[src/rtl/vending_machine_param_if.sv]
// Vending controller bus: coin acceptor / keypad inputs and dispenser /
// coin-hopper outputs. The front end drives it through the master modport
// and the controller uses the slave modport.
// The sales_total signal exists only when VEND_SALES_CNT_EN is defined.
interface vending_machine_param_if #(
  parameter int OUT_W = 3,
  parameter int VAL_W = 8
);
  logic             coin_valid;
  logic [1:0]       coin_in_50;
  logic [1:0]       coin_in_10;
  logic [1:0]       coin_in_5;
  logic [1:0]       coin_in_1;
  logic [1:0]       item_req;
  logic             cancel;
  logic [OUT_W-1:0] coin_out_50;
  logic [OUT_W-1:0] coin_out_10;
  logic [OUT_W-1:0] coin_out_5;
  logic [OUT_W-1:0] coin_out_1;
  logic [1:0]       item_out;
  logic [1:0]       service_type;
  logic [VAL_W-1:0] credit;
  logic             done;
  logic             coin_reject;
  logic             short_fault;
`ifdef VEND_SALES_CNT_EN
  logic [15:0]      sales_total;
`endif

  modport master (
    output coin_valid, coin_in_50, coin_in_10, coin_in_5, coin_in_1,
    output item_req, cancel,
`ifdef VEND_SALES_CNT_EN
    input  sales_total,
`endif
    input  coin_out_50, coin_out_10, coin_out_5, coin_out_1,
    input  item_out, service_type, credit, done, coin_reject, short_fault
  );

  modport slave (
    input  coin_valid, coin_in_50, coin_in_10, coin_in_5, coin_in_1,
    input  item_req, cancel,
`ifdef VEND_SALES_CNT_EN
    output sales_total,
`endif
    output coin_out_50, coin_out_10, coin_out_5, coin_out_1,
    output item_out, service_type, credit, done, coin_reject, short_fault
  );
endinterface

[src/rtl/vending_machine_param.sv]
// Parametrised vending controller. Credit accumulates from coin deposits,
// change is paid greedily one coin per cycle, and a failed change payout
// is rolled back into a full refund of the credit.
// Optional macro VEND_SALES_CNT_EN adds a 16-bit running sales total.
module vending_machine_param #(
  parameter int CNT_W    = 4,
  parameter int OUT_W    = 3,
  parameter int VAL_W    = 8,
  parameter int INIT_CNT = 2,
  parameter int COST_A   = 8,
  parameter int COST_B   = 15,
  parameter int COST_C   = 22
) (
  input  logic                  clk,
  input  logic                  reset,
  vending_machine_param_if.slave vif
);
  localparam int SUM_W = VAL_W + 2;

  typedef enum logic [1:0] {S_ON, S_CHECK, S_PAY, S_OFF} state_t;
  typedef enum logic {PH_CHANGE, PH_REFUND} phase_t;

  state_t           state_q, state_d;
  phase_t           phase_q, phase_d;
  logic [VAL_W-1:0] credit_q, credit_d;
  logic [VAL_W-1:0] target_q, target_d;
  logic [1:0]       item_q, item_d;
  logic [1:0]       ptr_q, ptr_d;
  logic             reject_q, reject_d;
  logic             fault_q, fault_d;
  // Denomination index: 0 = 50, 1 = 10, 2 = 5, 3 = 1.
  logic [CNT_W-1:0] inv_q [4];
  logic [CNT_W-1:0] inv_d [4];
  logic [OUT_W-1:0] cout_q [4];
  logic [OUT_W-1:0] cout_d [4];
  logic [1:0]       cin [4];

  logic [SUM_W-1:0] dep_sum;
  logic [VAL_W-1:0] cred_eff;
  logic [VAL_W-1:0] cost;
  logic             pay_hit;
  logic [1:0]       pay_idx;

  function automatic logic [VAL_W-1:0] denom_val(input logic [1:0] idx);
    case (idx)
      2'd0:    return VAL_W'(50);
      2'd1:    return VAL_W'(10);
      2'd2:    return VAL_W'(5);
      default: return VAL_W'(1);
    endcase
  endfunction

  function automatic logic [VAL_W-1:0] item_cost(input logic [1:0] item);
    case (item)
      2'b01:   return VAL_W'(COST_A);
      2'b10:   return VAL_W'(COST_B);
      2'b11:   return VAL_W'(COST_C);
      default: return '0;
    endcase
  endfunction

  // Inventory counters saturate; coins beyond the maximum stay in the machine.
  function automatic logic [CNT_W-1:0] inv_sat_add(input logic [CNT_W-1:0] base,
                                                   input int add);
    int s;
    s = int'(base) + add;
    if (s > (2 ** CNT_W) - 1) return '1;
    return CNT_W'(s);
  endfunction

  assign cin[0] = vif.coin_in_50;
  assign cin[1] = vif.coin_in_10;
  assign cin[2] = vif.coin_in_5;
  assign cin[3] = vif.coin_in_1;

  // Next-state and datapath update for the ON / CHECK / PAY / OFF sequence.
  always_comb begin
    state_d  = state_q;
    phase_d  = phase_q;
    credit_d = credit_q;
    target_d = target_q;
    item_d   = item_q;
    ptr_d    = ptr_q;
    reject_d = 1'b0;
    fault_d  = fault_q;
    for (int i = 0; i < 4; i++) begin
      inv_d[i]  = inv_q[i];
      cout_d[i] = cout_q[i];
    end

    dep_sum = SUM_W'(credit_q)
            + SUM_W'(vif.coin_in_50) * SUM_W'(50)
            + SUM_W'(vif.coin_in_10) * SUM_W'(10)
            + SUM_W'(vif.coin_in_5)  * SUM_W'(5)
            + SUM_W'(vif.coin_in_1);
    cred_eff = credit_q;
    cost     = item_cost(item_q);

    // Greedy scan from the current pointer downward; skipping unpayable
    // denominations is folded into the same cycle as the payout.
    pay_hit = 1'b0;
    pay_idx = ptr_q;
    for (int i = 0; i < 4; i++) begin
      if (!pay_hit && (2'(i) >= ptr_q) && (denom_val(2'(i)) <= target_q) &&
          (inv_q[i] != '0) && (cout_q[i] != '1)) begin
        pay_hit = 1'b1;
        pay_idx = 2'(i);
      end
    end

    case (state_q)
      S_ON: begin
        if (vif.coin_valid) begin
          if (dep_sum > SUM_W'((2 ** VAL_W) - 1)) begin
            reject_d = 1'b1;
          end else begin
            cred_eff = dep_sum[VAL_W-1:0];
            for (int i = 0; i < 4; i++) inv_d[i] = inv_sat_add(inv_q[i], int'(cin[i]));
          end
        end
        credit_d = cred_eff;
        // Cancel has priority over an item request; a zero-credit cancel is ignored.
        if (vif.cancel) begin
          if (cred_eff != '0) begin
            target_d = cred_eff;
            item_d   = 2'b00;
            phase_d  = PH_REFUND;
            ptr_d    = 2'd0;
            state_d  = S_PAY;
          end
        end else if (vif.item_req != 2'b00) begin
          item_d  = vif.item_req;
          state_d = S_CHECK;
        end
      end

      S_CHECK: begin
        if (credit_q < cost) begin
          target_d = credit_q;
          item_d   = 2'b00;
          phase_d  = PH_REFUND;
        end else begin
          target_d = credit_q - cost;
          phase_d  = PH_CHANGE;
        end
        for (int i = 0; i < 4; i++) cout_d[i] = '0;
        ptr_d   = 2'd0;
        state_d = S_PAY;
      end

      S_PAY: begin
        if (target_q == '0) begin
          state_d = S_OFF;
        end else if (pay_hit) begin
          cout_d[pay_idx] = cout_q[pay_idx] + 1'b1;
          inv_d[pay_idx]  = inv_q[pay_idx] - 1'b1;
          target_d        = target_q - denom_val(pay_idx);
          ptr_d           = pay_idx;
          if (target_q == denom_val(pay_idx)) state_d = S_OFF;
        end else if (phase_q == PH_CHANGE) begin
          // Exact change impossible: return paid coins to stock, refund all.
          for (int i = 0; i < 4; i++) begin
            inv_d[i]  = inv_sat_add(inv_q[i], int'(cout_q[i]));
            cout_d[i] = '0;
          end
          target_d = credit_q;
          item_d   = 2'b00;
          phase_d  = PH_REFUND;
          ptr_d    = 2'd0;
        end else begin
          fault_d = 1'b1;
          state_d = S_OFF;
        end
      end

      default: begin
        // OFF lasts one cycle; the return to ON clears the transaction.
        state_d  = S_ON;
        credit_d = '0;
        target_d = '0;
        item_d   = 2'b00;
        fault_d  = 1'b0;
        for (int i = 0; i < 4; i++) cout_d[i] = '0;
      end
    endcase
  end

  // State and datapath registers with asynchronous active-low reset.
  always_ff @(posedge clk or negedge reset) begin
    if (!reset) begin
      state_q  <= S_ON;
      phase_q  <= PH_CHANGE;
      credit_q <= '0;
      target_q <= '0;
      item_q   <= 2'b00;
      ptr_q    <= 2'd0;
      reject_q <= 1'b0;
      fault_q  <= 1'b0;
      for (int i = 0; i < 4; i++) begin
        inv_q[i]  <= CNT_W'(INIT_CNT);
        cout_q[i] <= '0;
      end
    end else begin
      state_q  <= state_d;
      phase_q  <= phase_d;
      credit_q <= credit_d;
      target_q <= target_d;
      item_q   <= item_d;
      ptr_q    <= ptr_d;
      reject_q <= reject_d;
      fault_q  <= fault_d;
      for (int i = 0; i < 4; i++) begin
        inv_q[i]  <= inv_d[i];
        cout_q[i] <= cout_d[i];
      end
    end
  end

  assign vif.coin_out_50  = cout_q[0];
  assign vif.coin_out_10  = cout_q[1];
  assign vif.coin_out_5   = cout_q[2];
  assign vif.coin_out_1   = cout_q[3];
  assign vif.item_out     = item_q;
  assign vif.credit       = credit_q;
  assign vif.done         = (state_q == S_OFF);
  assign vif.coin_reject  = reject_q;
  assign vif.short_fault  = fault_q;
  assign vif.service_type = (state_q == S_ON)  ? 2'b01 :
                            (state_q == S_OFF) ? 2'b00 : 2'b10;

`ifdef VEND_SALES_CNT_EN
  logic [15:0] sales_q, sales_d;

  // Add the price of every dispensed item during the OFF cycle; wraps at 2^16.
  always_comb begin
    sales_d = sales_q;
    if (state_q == S_OFF && item_q != 2'b00) sales_d = sales_q + 16'(item_cost(item_q));
  end

  // Sales total register.
  always_ff @(posedge clk or negedge reset) begin
    if (!reset) sales_q <= '0;
    else        sales_q <= sales_d;
  end

  assign vif.sales_total = sales_q;
`endif

endmodule

[src/flat_wrapper.sv]
// flat-port wrapper written by rule: the top's interface ports become plain ports
module vending_machine_param_flat 
#(
  parameter int CNT_W    = 4,
  parameter int OUT_W    = 3,
  parameter int VAL_W    = 8,
  parameter int INIT_CNT = 2,
  parameter int COST_A   = 8,
  parameter int COST_B   = 15,
  parameter int COST_C   = 22
)
  (clk, reset, vif_coin_valid, vif_coin_in_50, vif_coin_in_10, vif_coin_in_5, vif_coin_in_1, vif_item_req, vif_cancel, vif_coin_out_50, vif_coin_out_10, vif_coin_out_5, vif_coin_out_1, vif_item_out, vif_service_type, vif_credit, vif_done, vif_coin_reject, vif_short_fault);
  vending_machine_param_if #(.OUT_W(OUT_W), .VAL_W(VAL_W)) vif_i ();
  input  logic clk;
  input  logic reset;
  input wire logic [$bits(vif_i.coin_valid)-1:0] vif_coin_valid;
  input wire logic [$bits(vif_i.coin_in_50)-1:0] vif_coin_in_50;
  input wire logic [$bits(vif_i.coin_in_10)-1:0] vif_coin_in_10;
  input wire logic [$bits(vif_i.coin_in_5)-1:0] vif_coin_in_5;
  input wire logic [$bits(vif_i.coin_in_1)-1:0] vif_coin_in_1;
  input wire logic [$bits(vif_i.item_req)-1:0] vif_item_req;
  input wire logic [$bits(vif_i.cancel)-1:0] vif_cancel;
  output wire logic [$bits(vif_i.coin_out_50)-1:0] vif_coin_out_50;
  output wire logic [$bits(vif_i.coin_out_10)-1:0] vif_coin_out_10;
  output wire logic [$bits(vif_i.coin_out_5)-1:0] vif_coin_out_5;
  output wire logic [$bits(vif_i.coin_out_1)-1:0] vif_coin_out_1;
  output wire logic [$bits(vif_i.item_out)-1:0] vif_item_out;
  output wire logic [$bits(vif_i.service_type)-1:0] vif_service_type;
  output wire logic [$bits(vif_i.credit)-1:0] vif_credit;
  output wire logic [$bits(vif_i.done)-1:0] vif_done;
  output wire logic [$bits(vif_i.coin_reject)-1:0] vif_coin_reject;
  output wire logic [$bits(vif_i.short_fault)-1:0] vif_short_fault;
  assign vif_i.coin_valid = vif_coin_valid;
  assign vif_i.coin_in_50 = vif_coin_in_50;
  assign vif_i.coin_in_10 = vif_coin_in_10;
  assign vif_i.coin_in_5 = vif_coin_in_5;
  assign vif_i.coin_in_1 = vif_coin_in_1;
  assign vif_i.item_req = vif_item_req;
  assign vif_i.cancel = vif_cancel;
  assign vif_coin_out_50 = vif_i.coin_out_50;
  assign vif_coin_out_10 = vif_i.coin_out_10;
  assign vif_coin_out_5 = vif_i.coin_out_5;
  assign vif_coin_out_1 = vif_i.coin_out_1;
  assign vif_item_out = vif_i.item_out;
  assign vif_service_type = vif_i.service_type;
  assign vif_credit = vif_i.credit;
  assign vif_done = vif_i.done;
  assign vif_coin_reject = vif_i.coin_reject;
  assign vif_short_fault = vif_i.short_fault;
  vending_machine_param #(.CNT_W(CNT_W), .OUT_W(OUT_W), .VAL_W(VAL_W), .INIT_CNT(INIT_CNT), .COST_A(COST_A), .COST_B(COST_B), .COST_C(COST_C)) u_core (.clk(clk), .reset(reset), .vif(vif_i));
endmodule
[config.mk]
export PLATFORM = sky130hd
export DESIGN_NAME = vending_machine_param_flat
export DESIGN_NICKNAME = d
export VERILOG_FILES = /design/src/rtl/vending_machine_param_if.sv /design/src/rtl/vending_machine_param.sv /design/src/flat_wrapper.sv
export SDC_FILE = /design/constraint.sdc
export NUM_CORES = 1
export LEC_CHECK = 0
export CORE_MARGIN = 4
export CORE_UTILIZATION = 46
export CTS_CLUSTER_SIZE = 14
export DETAILED_ROUTE_END_ITERATION = 8
export GPL_TIMING_DRIVEN = 0
export PLACE_DENSITY = 0.76
export REMOVE_ABC_BUFFERS = 1
export SYNTH_ARGS = -nofsm -noshare
export SYNTH_HDL_FRONTEND = slang
export SYNTH_SLANG_ARGS = --single-unit
[constraint.sdc]
create_clock -name clk -period 14.6 [get_ports clk]
set_clock_uncertainty 0.05 [all_clocks]
set_input_delay 1.46 -clock clk [delete_from_list [all_inputs] [get_ports clk]]
set_output_delay 1.46 -clock clk [all_outputs]
set_load 0.02 [all_outputs]
* Word-level counts from Yosys, hierarchy flattened *
Index checks and enable logic that the tools add are counted.

cells by class
  bitwise logic cells = 3
  add/subtract/negate cells = 16
  $mul = 3
  $lt $le $gt $ge = 20
  muxes and demuxes = 133
  reduce and logical (&&, ||, !) cells = 40
  equality and inequality tests = 27

operators with widths
  operator             number
  $gt 32x5->1 const B  8
  $mux 8               12
  $mux 16              5
  $mux 4               19
  $mux 1               51
  $mux 2               23
  $mux 12              3
  $pmux 16 s2          1
  $pmux 12 s2          1
  $pmux 8 s3           1
  $add 4x2->5          4
  $add 4x3->5          4
  $pmux 2 s3           3
  $pmux 6 s3           1
  $bwmux 16            1
  $logic_and 1x1->1    16
  $pmux 8 s2           1
  $reduce_bool 4->1    4
  $ne 3x3->1 const B   5
  $pmux 5 s3           1
  $reduce_and 5->1     3
  $bwmux 12            1
  $ne 2x2->1 const B   6
  $reduce_and 4->1     3
  other kinds (45)     65

storage, ports and cells
  output and inout bits = 27
  bits of input ports = 14
  flip-flop bits (word level) = 53
  logic and storage cells = 258

* Longest topological paths before layout *
  word-level depth = 33
  depth in mapped cells = 18
  gate-level depth less buffers = 17

* Worst setup path before layout *
No wires, ideal clock.

  kind = input to register
  from = in vif_coin_in_50[0]
  to = reg u_core.ptr_q[0]
  setup time = 0.125 ns
  slack = 8.847 ns
  data arrival time = 5.578 ns
  required time = 14.425 ns
  stages = 18
  buffers on the path = 1
  cell sequence = ha_1 > fa_1 > xor2_1 > ha_1 > inv_1 > fa_1 > inv_1 > ha_1 > o21ai_0 > o211ai_1 > nand4b_1 > or4_1 > a2111oi_0 > a221o_1 > a21oi_4 > nand2b_2 > buf_4 > mux2_4

on the way
  cells in the longest elaborated chain, start to end = 12

RTL lines
  element                         line                          RTL
  start: declaration              flat_wrapper.sv:17            input wire logic [$bits(vif_i.coin_in_50)-1:0] vif_coin_in_50;
  $mul 2x5->7 (*)                 vending_machine_param.sv:92   + SUM_W'(vif.coin_in_50) * SUM_W'(50)
  $add 8x8->9 (*)                 vending_machine_param.sv:92
  $add 10x6->10 (*)               vending_machine_param.sv:93   + SUM_W'(vif.coin_in_10) * SUM_W'(10)
  $add 10x5->10 (*)               vending_machine_param.sv:94   + SUM_W'(vif.coin_in_5) * SUM_W'(5)
  $add 10x2->10 (*)               vending_machine_param.sv:95   + SUM_W'(vif.coin_in_1);
  $gt 10x8->1                     vending_machine_param.sv:114  if (dep_sum > SUM_W'((2 ** VAL_W) - 1)) begin
  $mux 8 (*)                      vending_machine_param.sv:114
  $mux 8 (*)                      vending_machine_param.sv:113  if (vif.coin_valid) begin
  $mux 8 (*)                      vending_machine_param.sv:111  case (state_q)
  $reduce_bool 8->1 (*)           vending_machine_param.sv:124  if (cred_eff != '0) begin
  $ne 2x1->1 (no line) (*)        -
  $reduce_and 5->1 (no line) (*)  -
  end signal: assignment          vending_machine_param.sv:209  ptr_q <= ptr_d;
  end: declaration                vending_machine_param.sv:28   logic [1:0] ptr_q, ptr_d;

Mark *: on every way between the ends. The rest lies on a longest branch, timed or not. The select of a mux whose other input is x is not followed.
A chain may end at the register's enable or synchronous reset.

* Worst setup path in the final report *
  from = in vif_coin_in_50[0]
  to = reg u_core.inv_q[14] (netlist bit)

on the way
  cells in the longest elaborated chain, start to end = 10
  elaborated cells between the ends (all ways) = 18
  those cells by class = 5 x add/sub; 1 x mul; 2 x order compare; 1 x eq/ne; 8 x mux; 1 x reduce/logical

RTL lines
  element                                                 line                          RTL
  branches (longest 10 deep; another with $add 10x6->10)  -
  end signal: indexed assignment                          vending_machine_param.sv:200  inv_q[i] <= CNT_W'(INIT_CNT);
  end signal: indexed assignment                          vending_machine_param.sv:213  inv_q[i] <= inv_d[i];
  end: declaration                                        vending_machine_param.sv:32   logic [CNT_W-1:0] inv_q [4];

Parallel ways; which one is timed is not known. The select of a mux whose other input is x is not followed.

==> impl_results.md <==
* Reg2reg path depth at 16
* Share of cells above drive strength 1 at 5.671%
* Final HPWL DP at ~13 mm
* Slew of the pin with the lowest slew margin at roughly 1300 ps
* Seq cells post-synth at 53
* Post-Synth Simple-Gate Area at 17.36%
* Crit. End Element: register
* Register area share after synthesis at 23.03%
* Root Buffer Master: clkbuf_16
* Syn_area_per_cell at 8.293 um^2
* Netlist cell types at 75
* Critical path class: primary input to register
* Worst Hold Class: register to register
* Max frequency at 144.5 MHz
* Final period utilization at a little under half
* Syn Inst Count at 697
* Max Slew Vio Count at 0
* Number of I/O pins at 41
* Global placement routability congestion at 0.9870
* Hold path depth at 2
* Wirelength per Cell at around 19 um
* Outcome: complete, no violations
* Post-synthesis mux area share at 5.130%
* Number of synthesized flops with an enable pin at 0
* R2r setup slk at between 8000 and 9000 ps
* Minimum clock period at 6919 ps
* FF-to-FF End: u_core.inv_q[14]
* Clock Latency Late Sink at around 300 ps
* Cts bufs inserted at 5
* Synth top area share at a little over a fifth
* Via count at around 5700
* Fillers at roughly 1100
* Largest family of logic cells by synthesized area: compound AO/OA/AOI/OAI gates
* CTS sink count at 53
* Slew margin rel. at 10.41%
* Diode count at 0
* Total wire length at roughly 17 mm
* Worst r2r src: u_core.vif.credit[1]
* Clk buf depth at 2
* Initial DRC Count at 617
* Initial Utilization at 47.53%
* CTS tree: done
* MaxCap Viol Count at 0
* H-tree Lvls at 2
* Hold EP: u_core.inv_q[13]
* Top_reg_cell synth: dfrtp_1
* Post-CTS Hold Buffers at 0
* Synth Area in XOR/XNOR at under 10%
* Post-CTS Repair Setup Buffers at 0
* Critical Path AT at 7090 ps
* Grt ovf at 0
* Largest net degree at the start of global routing at 39
* Synth area leaders: dfrtp_1 (21%), ha_1 (12%), fa_1 (5.9%), o21ai_0 (5.5%), inv_1 (3.8%)
* RSZ-0062 raised after global routing: no
* Sum Neg Setup Slack at 0 ps
* Area of the die at 14420 um^2
* Post-synthesis cell area at 5781 um^2
* Compound-Gate Fraction of Synth Area at 26.99%
* Post-DRT Antenna Nets at 0
* DIE HEIGHT at 120.1 um
* Vias in the first global route at 5610
* Cell Rows at 40
* CP Max Fanout at 15
* Number of I/O port buffers at 40
* Initial antenna violation count at 0
* Synth Area in Adders at a little under a fifth
* Warnings, synthesis at 0
* First-pass GRT wire length at 27.95 mm
* Largest area contributor in the netlist: dfrtp_1
* Nets at 810
* # setup viols final at 0
* Routed vias/inst at 6.379
* Fin. Hold Viols at 0
* Final routed DRC violation total at 0
* GR Util All Layers at a little under a quarter
* Hold_sp: u_core.inv_q[13]
* First drt pass iteration count at 6
* Core footprint at 12160 um^2
* Clock slew at reported path FFs at 80 ps
* CP startpoint kind: primary input
* Area Overhead vs Synth at 12.47%
* Worst EP required at 14770 ps
* Die X at 120.1 um
* CTS resizes at 0
* Async SR Flop Fraction at 100.0%
## how the worst max path moves through the flow
stage | slack, ps | cells past startpoint | from | to
after global routing | 7490 | 17 | vif_coin_in_50[0] | u_core.inv_q[14]
after detailed placement | 7500 | 17 | vif_coin_in_50[0] | u_core.inv_q[14]
final | 7680 | 17 | vif_coin_in_50[0] | u_core.inv_q[14]
after global placement | 7600 | 17 | vif_coin_in_50[0] | u_core.inv_q[14]
after floorplan | 8810 | 16 | vif_coin_in_50[0] | u_core.ptr_q[0]
after CTS | 7800 | 17 | vif_coin_in_50[0] | u_core.inv_q[14]
## routing by layer
layer / vias up / part of all wire, % / GRT usage, %
met3: 45 / 7.4 / 2.875
met4: 0 / 3.1 / 8.733
li1: 2633 / - / -
met1: 2742 / 42 / 31.66
met2: 264 / 47 / 38.95
met5: - / 0 / 0
## cells in the mapped netlist, drive strengths merged, types with 9 or more instances
cell type / count
nor2: 53
o21ai: 69
xnor2: 15
xor2: 10
a21oi: 42
clkbuf: 17
fa: 17
dfrtp: 49
ha: 57
nand3: 23
nor3: 9
mux2: 15
nand2: 57
mux2i: 12
nor2b: 12
a31oi: 13
o211ai: 14
or3: 9
a21o: 13
inv: 59
## flip-flops by register name (all words and copies together), names as in the netlist, 2 cells and up
name,count
u_core.ptr_q,2
u_core.vif.credit,8
u_core.vif.coin_out_50,3
u_core.target_q,8
u_core.vif.item_out,2
u_core.inv_q,16
u_core.vif.coin_out_1,3
u_core.state_q,2
u_core.vif.coin_out_10,3
u_core.vif.coin_out_5,3
## through the flow
stage | setup WS [ps] | std cells | cell area, um^2 | hold slack, ps | utilization (%)
2_1_floorplan | 8808 | 674 | 5685 | 454.4 | -
3_3_place_gp | 7601 | 882 | 6296 | 489.7 | 51.77
3_5_place_dp | 7505 | 883 | 6311 | 503.4 | 51.89
4_1_cts | 7800 | 891 | 6501 | 513.5 | 53.46
5_1_grt | 7485 | 891 | 6501 | 542.3 | 53.46
6_report | 7681 | 891 | 6501 | 512.0 | 53.46
## cell families (layout without fill, tap and decap cells)
logic type	Yosys count	after routing
xor gates and xnor gates	25	25
adders and majority gates	74	74
muxes	27	27
and+or+nand+nor	204	204
DFF	53	53
buffers and inverters	82	108
AOI/OAI and AO/OA	232	232
## final cells by class
class                           instances  area (um^2)  share of cell area, %
Multi-Input combinational cell        562         4133                  63.57
Sequential cell                        53         1331                  20.48
Timing Repair Buffer                   41        415.4                  6.390
Inverter                               59        221.5                  3.406
Tap cell                              168        210.2                  3.233
Clock buffer                            5        125.1                  1.925
Clock inverter                          3        65.06                  1.001
## worst max-delay path, cell delays in order
cell and delay [ps]:
clkdlybuf4s50_1 700, ha_1 270, fa_1 440, ha_1 290
inv_1 50, fa_1 500, inv_1 50, ha_1 340
a21o_1 230, a211o_1 340, a21oi_1 260, a311oi_1 140
a211o_1 510, a211oi_2 650, o21ai_1 390, o21bai_1 260
a22oi_1 180
## placed cells by master (no fill, tap or decap), types with 13 or more instances in the layout
cell	n
inv_1	59
mux2_2	13
a31oi_1	13
clkdlybuf4s50_1	39
nor2_1	53
a21o_1	13
xnor2_1	15
o21ai_0	64
fa_1	17
a21oi_1	40
nand3_1	23
nand2_1	57
dfrtp_1	49
ha_1	57
o211ai_1	14
Power is left out: the tool's default activity adds up to more than one toggle a clock period on the data nets, which glitch-free logic cannot reach.
